[src/rtl/adder_share_arbiter.sv]
// adder_share_arbiter
// Shares one external combinational 32-bit adder among NUM_REQ requesters.
// Requests are granted round-robin, the winner's operands are latched and
// driven to the adder, and the registered sum is returned together with
// the requester index on a valid/ready response channel. Only one
// transaction is in flight at a time.
//
// Optional feature: define ADDER_ARB_OVF_EN to add the rsp_ovf output,
// a signed-overflow flag captured together with the sum.

`timescale 1ns/1ps

module adder_share_arbiter #(
  parameter int NUM_REQ = 4,
  parameter int ID_W    = 2
) (
  input  logic                    clk,
  input  logic                    rst_n,
  input  logic [NUM_REQ-1:0]      req_valid,
  output logic [NUM_REQ-1:0]      req_ready,
  input  logic [32*NUM_REQ-1:0]   req_a,
  input  logic [32*NUM_REQ-1:0]   req_b,
  output logic [31:0]             add_in1,
  output logic [31:0]             add_in2,
  input  logic [31:0]             add_sum,
  output logic                    rsp_valid,
  input  logic                    rsp_ready,
  output logic [ID_W-1:0]         rsp_id,
  output logic [31:0]             rsp_sum
`ifdef ADDER_ARB_OVF_EN
  ,
  output logic                    rsp_ovf
`endif
);

  typedef enum logic [1:0] {
    IDLE = 2'd0,
    EXEC = 2'd1,
    RESP = 2'd2
  } state_t;

  state_t            state;
  state_t            state_next;
  logic [ID_W-1:0]   last_grant;
  logic [ID_W-1:0]   grant_idx;
  logic              grant_found;
  logic [ID_W-1:0]   cur_id;
  logic [31:0]       sel_a;
  logic [31:0]       sel_b;
  logic              accept;

  // Round-robin pick: first valid requester above last_grant, else wrap to the lowest
  always_comb begin
    grant_found = 1'b0;
    grant_idx   = '0;
    for (int i = 0; i < NUM_REQ; i++) begin
      if (!grant_found && req_valid[i] && (i > int'(last_grant))) begin
        grant_found = 1'b1;
        grant_idx   = ID_W'(i);
      end
    end
    for (int i = 0; i < NUM_REQ; i++) begin
      if (!grant_found && req_valid[i] && (i <= int'(last_grant))) begin
        grant_found = 1'b1;
        grant_idx   = ID_W'(i);
      end
    end
  end

  // Operand mux selecting the winning requester's slice of the packed buses
  always_comb begin
    sel_a = '0;
    sel_b = '0;
    for (int i = 0; i < NUM_REQ; i++) begin
      if (grant_idx == ID_W'(i)) begin
        sel_a = req_a[32*i +: 32];
        sel_b = req_b[32*i +: 32];
      end
    end
  end

  assign accept = (state == IDLE) && grant_found;

  // State register
  always_ff @(posedge clk or negedge rst_n) begin
    if (!rst_n) begin
      state <= IDLE;
    end else begin
      state <= state_next;
    end
  end

  // Next-state logic and the one-hot accept strobe, which stays low while reset is held
  always_comb begin
    state_next = state;
    req_ready  = '0;
    case (state)
      IDLE: begin
        if (grant_found) begin
          state_next = EXEC;
          for (int i = 0; i < NUM_REQ; i++) begin
            if (rst_n && (grant_idx == ID_W'(i))) begin
              req_ready[i] = 1'b1;
            end
          end
        end
      end
      EXEC: begin
        state_next = RESP;
      end
      RESP: begin
        if (rsp_ready) begin
          state_next = IDLE;
        end
      end
      default: begin
        state_next = IDLE;
      end
    endcase
  end

  // Datapath: operand latch doubles as adder drive (held between transactions), result capture
  always_ff @(posedge clk or negedge rst_n) begin
    if (!rst_n) begin
      add_in1    <= '0;
      add_in2    <= '0;
      cur_id     <= '0;
      last_grant <= ID_W'(NUM_REQ - 1);
      rsp_valid  <= 1'b0;
      rsp_id     <= '0;
      rsp_sum    <= '0;
`ifdef ADDER_ARB_OVF_EN
      rsp_ovf    <= 1'b0;
`endif
    end else begin
      if (accept) begin
        add_in1    <= sel_a;
        add_in2    <= sel_b;
        cur_id     <= grant_idx;
        last_grant <= grant_idx;
      end
      if (state == EXEC) begin
        rsp_sum   <= add_sum;
        rsp_id    <= cur_id;
        rsp_valid <= 1'b1;
`ifdef ADDER_ARB_OVF_EN
        rsp_ovf   <= (add_in1[31] == add_in2[31]) && (add_sum[31] != add_in1[31]);
`endif
      end
      if ((state == RESP) && rsp_ready) begin
        rsp_valid <= 1'b0;
      end
    end
  end

endmodule

[config.mk]
export PLATFORM = sky130hd
export DESIGN_NAME = adder_share_arbiter
export DESIGN_NICKNAME = d
export VERILOG_FILES = /design/src/rtl/adder_share_arbiter.sv
export SDC_FILE = /design/constraint.sdc
export NUM_CORES = 1
export LEC_CHECK = 0
export BUFFER_PORTS_ARGS = -buffer_cell sky130_fd_sc_hd__buf_2
export CAP_MARGIN = 20
export CORE_AREA = 2 2 155 157
export CTS_CLUSTER_SIZE = 25
export DETAILED_ROUTE_END_ITERATION = 16
export DIE_AREA = 0 0 157 159
export SLEW_MARGIN = 25
export SYNTH_ARGS = -nofsm -noshare
export SYNTH_HDL_FRONTEND = slang
export SYNTH_SLANG_ARGS = --single-unit
[constraint.sdc]
create_clock -name clk -period 3.6 [get_ports clk]
set_input_delay 0 -clock clk [delete_from_list [all_inputs] [get_ports clk]]
set_output_delay 0 -clock clk [all_outputs]
set_load 0.01 [all_outputs]
==> flow_summary.yaml, run 1 <==
sta:
  post-route-period-util: 0.954
  setup_ws_ns: 0.167
  worst_pin_slew_ns: 1.07
  fmax_mhz: 291
  slew_headroom: 0.282
  period_needed_ns: 3.43
  hold_viol_final: 0
  skew_ns: 0.0118
  finalSetupTns_ns: 0
  setup_viol: 0
  rsz0062_at_grt: "no"
  drv_slew: 0
power:
  cellPowerDensity_nw_per_um2: 824
  p_leak_nw: 4.78
  irDropWorstVdd_mv: 0.349
global_routing:
  grt_pass1_wl_mm: 40.8
  grt.total_usage: 0.208
  grt_overflow: 0
  grt_max_degree: 69
  antenna_found_initial: 4
  grt_pass1_vias: 7751
worst_hold_path:
  hold_path.class: "in -> reg"
route:
  drc: 0
  vias: 7202
  drtAntennaViolNets: 0
  drt_iter0_markers: 397
  wl_mm: 26.9
  drtPass1Iterations: 5
  via_per_inst: 5.01
  wire_per_inst_um: 18.7
status:
  status: "finished clean"
clocking:
  htreeDepth: 3
  worstSkewPairLatency_ns: 0.36
  clk_pin_slew_ns: 0.09
  numCtsBuffers: 9
  clockBufferDepth: 2
  clock_sinks: 105
  cts_tree: "done"
  cts_root_buf: "clkbuf_16"
logic_synthesis:
  syn_inst: 561
  synth_edf_count: 0
  ys_async_sr_fraction: 1.00
  syn_nets: 856
  syn_area_um2: 5980
  yosysUniqueCellTypes: 38
  ys_ff_latch: 105
  ys.flop_type: "dfrtp_1"
  ys_seq_area_frac: 0.440
  avgSynthCellArea_um2: 10.7
  ys.warnings.count: 0
floorplanning:
  io_pins: 398
  die_x_um: 157
  dieArea_um2: 25000
  core-area_um2: 23200
  placementRows: 56
  initial_core_util: 0.258
  dieHeight_um: 159
place:
  dp_hpwl_mm: 17.6
  preCtsSetupSlack_ns: 0.928
  gp_congestion: 0.813
  portBuffers: 397
job:
  maxCapViolations: 0
finish:
  nets: 1406
  areaGrowthSynthToFinish_pct: 74.1
  fillers: 2197
  layout-drive-gt1-share: 0.481
critical_path:
  worstPathArrival_ns: 3.68
  critical_path_class: "reg -> reg"
  crit_fanout: 47
  cp-start-kind: "flip-flop"
  cp.required_ns: 3.84
  endpoint_kind: "flip-flop"
==> routing by layer <==
metal  up-vias  wire, um  GRT usage
met5         -        13          0
met4         2       794     0.0888
met3        57      1920     0.0446
met2       375     13700      0.381
met1      3468     10500      0.229
li1       3300         -          -
==> synth_stat cells (all sizes together), types with 2 or more instances <==
library cell    n  area share
a21oi          32       0.027
a221oi         65        0.11
a22oi          28       0.052
a32oi           3      0.0044
buf            41       0.042
clkbuf         18       0.011
dfrtp         103        0.43
dfstp           2      0.0088
inv            15      0.0094
mux2           34       0.064
nand2          70       0.044
nor2           37       0.023
nor2b           5      0.0056
nor3           10      0.0084
o21ai          24       0.022
o221ai         53        0.10
o22ai           2      0.0021
o31ai           9       0.011
==> cells by family after synthesis <==
group                  after synthesis  synth area share
AO/OA/AOI/OAI                      222             0.345
XOR/XNOR                             1           0.00272
buffers and inverters               74            0.0632
flip-flops                         105             0.440
multiplexers                        34            0.0640
AND/OR/NAND/NOR                    125            0.0847
==> final timing paths <==
kind	from	endpoint	slack, ns	depth (start not counted)
setup / recovery	last_grant[1]	add_in2[8]	0.17	8
hold / removal	req_b[18]	add_in2[18]	0.01	3
setup reg to reg	last_grant[1]	add_in2[8]	0.17	8
hold reg to reg	cur_id[1]	cur_id[1]	0.48	2
max in group asynchronous	rst_n	add_in2[31]	2.68	3
min in group asynchronous	rst_n	add_in2[13]	0.07	2
==> flip-flops by register name, indices dropped and copies added, names as in the netlist <==
name        cells
state           2
rsp_sum        32
cur_id          2
add_in2        32
add_in1        32
rsp_valid       1
last_grant      2
rsp_id          2
==> critical path, cell delays in order, from the launching register on <==
cell	delay (ns)
dfstp_2	0.70
a21oi_1	0.26
o221ai_4	0.26
buf_6	0.43
o21ai_0	0.16
a221oi_1	0.26
dlygate4sd3_1	0.60
o31ai_1	0.06
dlygate4sd3_1	0.57
==> cells in the final DEF (no fill, tap or decap), types with 2 or more instances in the layout <==
| cell | synthesis | routed |
|---|---|---|
| a21oi_1 | 32 | 31 |
| dfrtp_1 | 103 | 103 |
| nor2b_1 | 4 | 3 |
| o22ai_1 | 2 | 2 |
| buf_4 | 7 | 15 |
| a22oi_1 | 8 | 8 |
| inv_8 | 0 | 2 |
| dfstp_2 | 2 | 2 |
| buf_2 | 23 | 396 |
| inv_1 | 14 | 14 |
| dlygate4sd3_1 | 0 | 184 |
| o221ai_1 | 32 | 32 |
| o21ai_1 | 6 | 6 |
| a221oi_1 | 47 | 47 |
| o31ai_1 | 9 | 9 |
| o21ai_0 | 17 | 17 |
| nor2_1 | 37 | 37 |
| a221oi_2 | 18 | 17 |
| mux2_2 | 34 | 34 |
| a32oi_1 | 3 | 3 |
| clkbuf_16 | 0 | 9 |
| a22oi_2 | 20 | 20 |
| nand2_1 | 70 | 70 |
| diode_2 | 0 | 3 |
| o221ai_2 | 21 | 20 |
| nor3_1 | 10 | 10 |
==> through the flow <==
stage	utilization	std cells	instance area [um^2]	total power, mW	hold WS [ns]
floorplan	-	561	5980	4.91	-0.296
global placement	0.353	1232	8200	6.28	0.202
detailed placement	0.353	1232	8200	6.35	0.205
CTS	0.446	1432	10300	8.51	0.00494
global route	0.449	1438	10400	9.19	0.0193
finish	0.449	1438	10400	8.57	0.0133
==> power breakdown <==
group / switching, mW / total (mW) / internal [mW] / leakage, nW
Clock: 0.545 / 1.05 / 0.500 / 0.146
Combinational: 2.70 / 5.36 / 2.65 / 3.40
Sequential: 0.365 / 2.17 / 1.81 / 1.23
==> area by class of cell <==
class	count	area (um^2)	area share
repair buffers	597	3980	0.382
multi-input cells	383	3030	0.292
flip-flops and latches	105	2630	0.253
well taps	319	399	0.0384
clock buffers	9	225	0.0216
clock inverters	7	80.1	0.00769
inverters	15	56.3	0.00541
diodes	3	7.51	0.000721
==> timing repair <==
action                                  CTS  global route
gates resized for setup                   0             2
endpoints found under the setup margin    0            20
hold buffers                            184             0
endpoints found under the hold margin   160             0
setup buffers                             0             1
(Power assumes the default switching activity.)
==> run 2, diff against run 1 <==
--- a/config.mk
+++ b/config.mk
@@ -7,10 +7,11 @@
 export LEC_CHECK = 0
 export BUFFER_PORTS_ARGS = -buffer_cell sky130_fd_sc_hd__buf_2
 export CAP_MARGIN = 20
-export CORE_AREA = 2 2 155 157
+export CORE_AREA = 2 2 157 159
 export CTS_CLUSTER_SIZE = 25
 export DETAILED_ROUTE_END_ITERATION = 16
-export DIE_AREA = 0 0 157 159
+export DIE_AREA = 0 0 159 161
+export HOLD_SLACK_MARGIN = 0.1
 export SLEW_MARGIN = 25
 export SYNTH_ARGS = -nofsm -noshare
 export SYNTH_HDL_FRONTEND = slang
==> run 2 against run 1 <==
Net effect: global-route usage down 0.52 points; register-to-register slack about the same; non-clock buffer count grew 8; final cell count is 0.83% higher; sequential power about the same; critical path type unchanged; via count is essentially flat; wire length is 1.9% lower; combinational power increased by 3%.
==> flow_summary.yaml, run 2 (synthesis results as in run 1) <==
finish:
  final_cells: 1450
  nets: 1413
  layout-drive-gt1-share: 0.476
  mostFrequentLayoutCell: "buf_2"
  largestRegisters: "add_in1 x32, add_in2 x32, rsp_sum x32"
  areaGrowthSynthToFinish_pct: 76.4
  layout_common_cells: "buf_2, dlygate4sd3_1, dfrtp_1, nand2_1, a221oi_1"
global_routing:
  grt_max_degree: 71
  grt.total_usage: 0.203
  grt_pass1_wl_mm: 41.7
  antenna_found_initial: 3
  grt_overflow: 0
  grt_pass1_vias: 7989
critical_path:
  slowest_delay_ns: 0.69
  reg2regPathDepth: 7
  crit_chain: "xor2_2 -> o221a_4 -> buf_4 -> a221oi_1 -> dlygate4sd3_1 -> a21oi_1 -> dlygate4sd3_1"
  worstPathArrival_ns: 3.71
  endpoint_kind: "flip-flop"
  critical_path_class: "reg -> reg"
  cp.depth: 7
  path_delay_family: "buffers and inverters"
  reg2reg_slack_ns: 0.17
  path_buf_inv: 3
  path_common_cell: "dlygate4sd3_1"
  crit_slowest_cell: "dfstp_2"
  cp.required_ns: 3.89
  cp-start-kind: "flip-flop"
  crit_fanout: 23
route:
  drc: 0
  drtAntennaViolNets: 0
  vias: 7209
  drtPass1Iterations: 7
  via_per_inst: 4.97
  wl_mm: 26.4
  wire_per_inst_um: 18.2
  drt_iter0_markers: 408
clocking:
  worstSkewPairLatency_ns: 0.36
  numCtsBuffers: 9
  clock_sinks: 105
  cts_tree: "done"
  clk_pin_slew_ns: 0.08
  htreeDepth: 3
  cts_root_buf: "clkbuf_16"
  clockBufferDepth: 2
job:
  maxCapViolations: 0
sta:
  setup_viol: 0
  drv_slew: 0
  slew_headroom: 0.511
  setup_ws_ns: 0.174
  fmax_mhz: 292
  rsz0062_at_grt: "no"
  hold_viol_final: 0
  finalSetupTns_ns: 0
  worst_pin_slew_ns: 0.733
  post-route-period-util: 0.952
  period_needed_ns: 3.43
  skew_ns: 0.0123
power:
  cellPowerDensity_nw_per_um2: 828
  combPwrFrac: 0.630
  switching_share: 0.409
  power_switching_mw: 3.57
  p_leak_nw: 4.83
  irDropWorstVdd_mv: 0.486
  internal-power_mw: 5.16
  p_seq_frac: 0.249
  clockPowerShare: 0.121
place:
  preCtsSetupSlack_ns: 1.07
  dp_hpwl_mm: 17.0
  dp.cells: 1236
  gp_congestion: 0.858
  portBuffers: 397
floorplanning:
  placementRows: 57
  initial_core_util: 0.250
  die_x_um: 159
  io_pins: 398
  dieArea_um2: 25600
  core-area_um2: 24000
  dieHeight_um: 161
status:
  status: "finished clean"
worst_hold_path:
  hold_path.class: "in -> async"
## run 2: layout make-up
class	count	area, um^2
Tap cell	324	405
Sequential cell	105	2630
Antenna cell	3	7.51
Inverter	15	56.3
Multi-Input combinational cell	382	3020
Clock inverter	7	85.1
Timing Repair Buffer	605	4120
Fill cell	2347	13400
Clock buffer	9	225
## run 2: per-stage QoR
step                area [um^2]  power, mW  hold slack [ns]  utilization
floorplan                  5980       4.91           -0.296            -
global route              10500       9.36            0.300        0.440
global placement           8230       6.30            0.115        0.343
CTS                       10500       8.67            0.252        0.438
detailed placement         8250       6.39            0.103        0.344
finish                    10500       8.73            0.232        0.440
## run 2: layer usage
layer  vias to the layer above  wire, um  track usage  share of wire
li1                       3306         -            -              -
met1                      3512     10500        0.229           0.40
met3                        48      1560       0.0349          0.059
met2                       343     13700        0.383           0.52
met5                         -         0            0              0
met4                         0       612       0.0736          0.023
## run 2: worst reg2reg max path: cells and delay by family, from the launching register on
kind                   cells  cell delay, ns
flip-flops                 1            0.69
AO/OA/AOI/OAI              3            0.81
XOR/XNOR                   1            0.34
buffers and inverters      3            1.52
## run 2: power groups by stage
stage	Clock (mW)	Combinational, mW	Sequential [mW]
floorplan	0	2.52	2.39
global placement	0	4.13	2.17
detailed placement	0	4.22	2.17
CTS	1.11	5.41	2.16
global route	1.15	5.97	2.24
finish	1.06	5.50	2.17
## run 2: path summary, 6_finish.rpt
| kind | endpoint | startpoint |
|---|---|---|
| min reg2reg | cur_id[1] | cur_id[1] |
| min | add_in2[3] | rst_n |
| max | add_in1[15] | last_grant[1] |
| min in group clk | last_grant[1] | req_valid[2] |
| max reg2reg | add_in1[15] | last_grant[1] |
| max in group asynchronous | last_grant[0] | rst_n |
## run 2: timing repair
action	in CTS	in global routing
buffers inserted	0	1
endpoints found under the hold margin	147	0
hold buffers	193	0
endpoints found under the setup margin	0	9
gates resized for setup	0	2
==> run 3, diff against run 2 <==
--- a/config.mk
+++ b/config.mk
@@ -11,6 +11,7 @@
 export CTS_CLUSTER_SIZE = 25
 export DETAILED_ROUTE_END_ITERATION = 16
 export DIE_AREA = 0 0 159 161
+export GPL_TIMING_DRIVEN = 0
 export HOLD_SLACK_MARGIN = 0.1
 export SLEW_MARGIN = 25
 export SYNTH_ARGS = -nofsm -noshare
==> constraint.sdc (replaced) <==
create_clock -name clk -period 4.3 [get_ports clk]
set_input_delay 0 -clock clk [delete_from_list [all_inputs] [get_ports clk]]
set_output_delay 0 -clock clk [all_outputs]
set_load 0.01 [all_outputs]
==> run 3 against run 2 <==
Net effect: core utilization increased by 0.57 points; setup slack gained 0.69 ns; cell area up 1.3%; clock skew up 0.0047 ns; final cell count up 2.9%; via count up 2.8%; combinational power fell by 13%; die area unchanged; non-clock buffer count is 45 higher; first-iteration DRC count fell by 11%; hold slack worse by 0.074 ns; clock-buffer cell count unchanged; largest power group unchanged.
==> flow_summary.yaml, run 3 (synthesis results as in run 1) <==
clocking:
  clockBufferDepth: 2
  clk_pin_slew_ns: 0.08
  htreeDepth: 3
  numCtsBuffers: 9
  worstSkewPairLatency_ns: 0.36
  cts_resized: 0
  cts_setup_buffers: 0
  cts_tree: "done"
  cts_root_buf: "clkbuf_16"
  clock_sinks: 105
route:
  drc: 0
  drtAntennaViolNets: 0
  wire_per_inst_um: 19.0
  drt_iter0_markers: 365
  drtPass1Iterations: 5
  vias: 7412
  via_per_inst: 4.97
  wl_mm: 28.4
worst_hold_path:
  hold_path.class: "in -> async"
sta:
  period_needed_ns: 3.44
  setup_ws_ns: 0.863
  finalSetupTns_ns: 0
  hold_viol_final: 0
  post-route-period-util: 0.799
  drv_slew: 0
  fmax_mhz: 291
  setup_viol: 0
  skew_ns: 0.0170
  rsz0062_at_grt: "no"
  slew_headroom: 0.496
  worst_pin_slew_ns: 0.757
global_routing:
  grt_overflow: 0
  grt_pass1_vias: 7760
  grt.total_usage: 0.215
  grt_pass1_wl_mm: 43.1
  grt_max_degree: 56
  antenna_found_initial: 0
critical_path:
  cp-start-kind: "flip-flop"
  critical_path_class: "reg -> reg"
  cp.required_ns: 4.59
  crit_fanout: 10
  worstPathArrival_ns: 3.73
  endpoint_kind: "flip-flop"
floorplanning:
  placementRows: 57
  die_x_um: 159
  dieHeight_um: 161
  initial_core_util: 0.250
  core-area_um2: 24000
  dieArea_um2: 25600
  io_pins: 398
status:
  status: "finished clean"
place:
  preCtsSetupSlack_ns: 1.85
  portBuffers: 397
  dp_hpwl_mm: 20.2
  dp.cells: 1283
  gp_congestion: 0.878
finish:
  largestRegisters: "add_in1 x32, add_in2 x32, rsp_sum x32"
  diodes: 0
  layout_common_cells: "buf_2, dlygate4sd3_1, dfrtp_1, nand2_1, a221oi_1"
  mostFrequentLayoutCell: "buf_2"
  layout-drive-gt1-share: 0.473
  nets: 1458
  final_cells: 1492
  areaGrowthSynthToFinish_pct: 78.7
job:
  maxCapViolations: 0
power:
  cellPowerDensity_nw_per_um2: 708
  p_leak_nw: 4.93
  irDropWorstVdd_mv: 0.281
run 3: cell count changes in the layout (fill, tap and decap cells not counted), sizes merged:
| cell | change |
|---|---|
| buf | +27 |
| bufinv | +1 |
| clkbuf | +18 |
| clkinv | +1 |
| clkinvlp | -1 |
| diode | -3 |
| inv | -1 |
run 3: worst paths after layout:
kind	from	end	slack, ns	cells after the start
max in group asynchronous	rst_n	rsp_id[1]	3.46	3
max reg2reg	last_grant[0]	add_in1[28]	0.86	8
min	rst_n	add_in2[10]	0.16	2
min reg2reg	cur_id[1]	cur_id[1]	0.49	2
min in group clk	add_sum[12]	rsp_sum[12]	0.41	3
max	last_grant[0]	add_in1[28]	0.86	8
run 3: final cells by class:
cell class | count | area [um^2]
Fill cell | 2343 | 13300
Timing Repair Buffer | 591 | 3950
Multi-Input combinational cell | 382 | 2970
Sequential cell | 105 | 2630
Tap cell | 324 | 405
Buffer | 59 | 322
Clock buffer | 9 | 225
Clock inverter | 7 | 121
Inverter | 15 | 56.3
run 3: timing repair:
action,CTS,global route
hold endpoints to repair,203,0
endpoints found under the setup margin,0,0
hold buffers,193,0
run 3: metrics by stage:
stage          power (mW)  area [um^2]  utilization  hold slack (ns)
2_1_floorplan        4.11         5980            -           -0.296
3_3_place_gp         5.50         8370        0.349            0.232
3_5_place_dp         5.55         8410        0.351          -0.0128
4_1_cts              7.53        10700        0.446            0.172
5_1_grt              8.09        10700        0.446            0.205
6_report             7.56        10700        0.446            0.157
run 3: critical path, stage by stage (launching register included):
cell           delay [ns]
dfstp_2              0.52
buf_4                0.16
nor2b_1              0.09
o311ai_4             0.52
clkbuf_1             0.58
o221ai_1             0.20
dlygate4sd3_1        0.60
a21oi_1              0.13
dlygate4sd3_1        0.56
run 3: report_power, final:
part           internal [mW]  total [mW]  switching, mW
Combinational           2.37        4.80           2.43
Sequential              1.51        1.79          0.274
Clock                  0.529       0.973          0.444
Total                   4.42        7.56           3.15
run 3: layer usage:
| metal | vias up | global-route usage | wire length, um |
|---|---|---|---|
| met1 | 3571 | 0.256 | 11300 |
| met3 | 60 | 0.0408 | 1770 |
| li1 | 3406 | - | - |
| met2 | 375 | 0.382 | 14400 |
| met5 | - | 0 | 0 |
| met4 | 0 | 0.0884 | 901 |
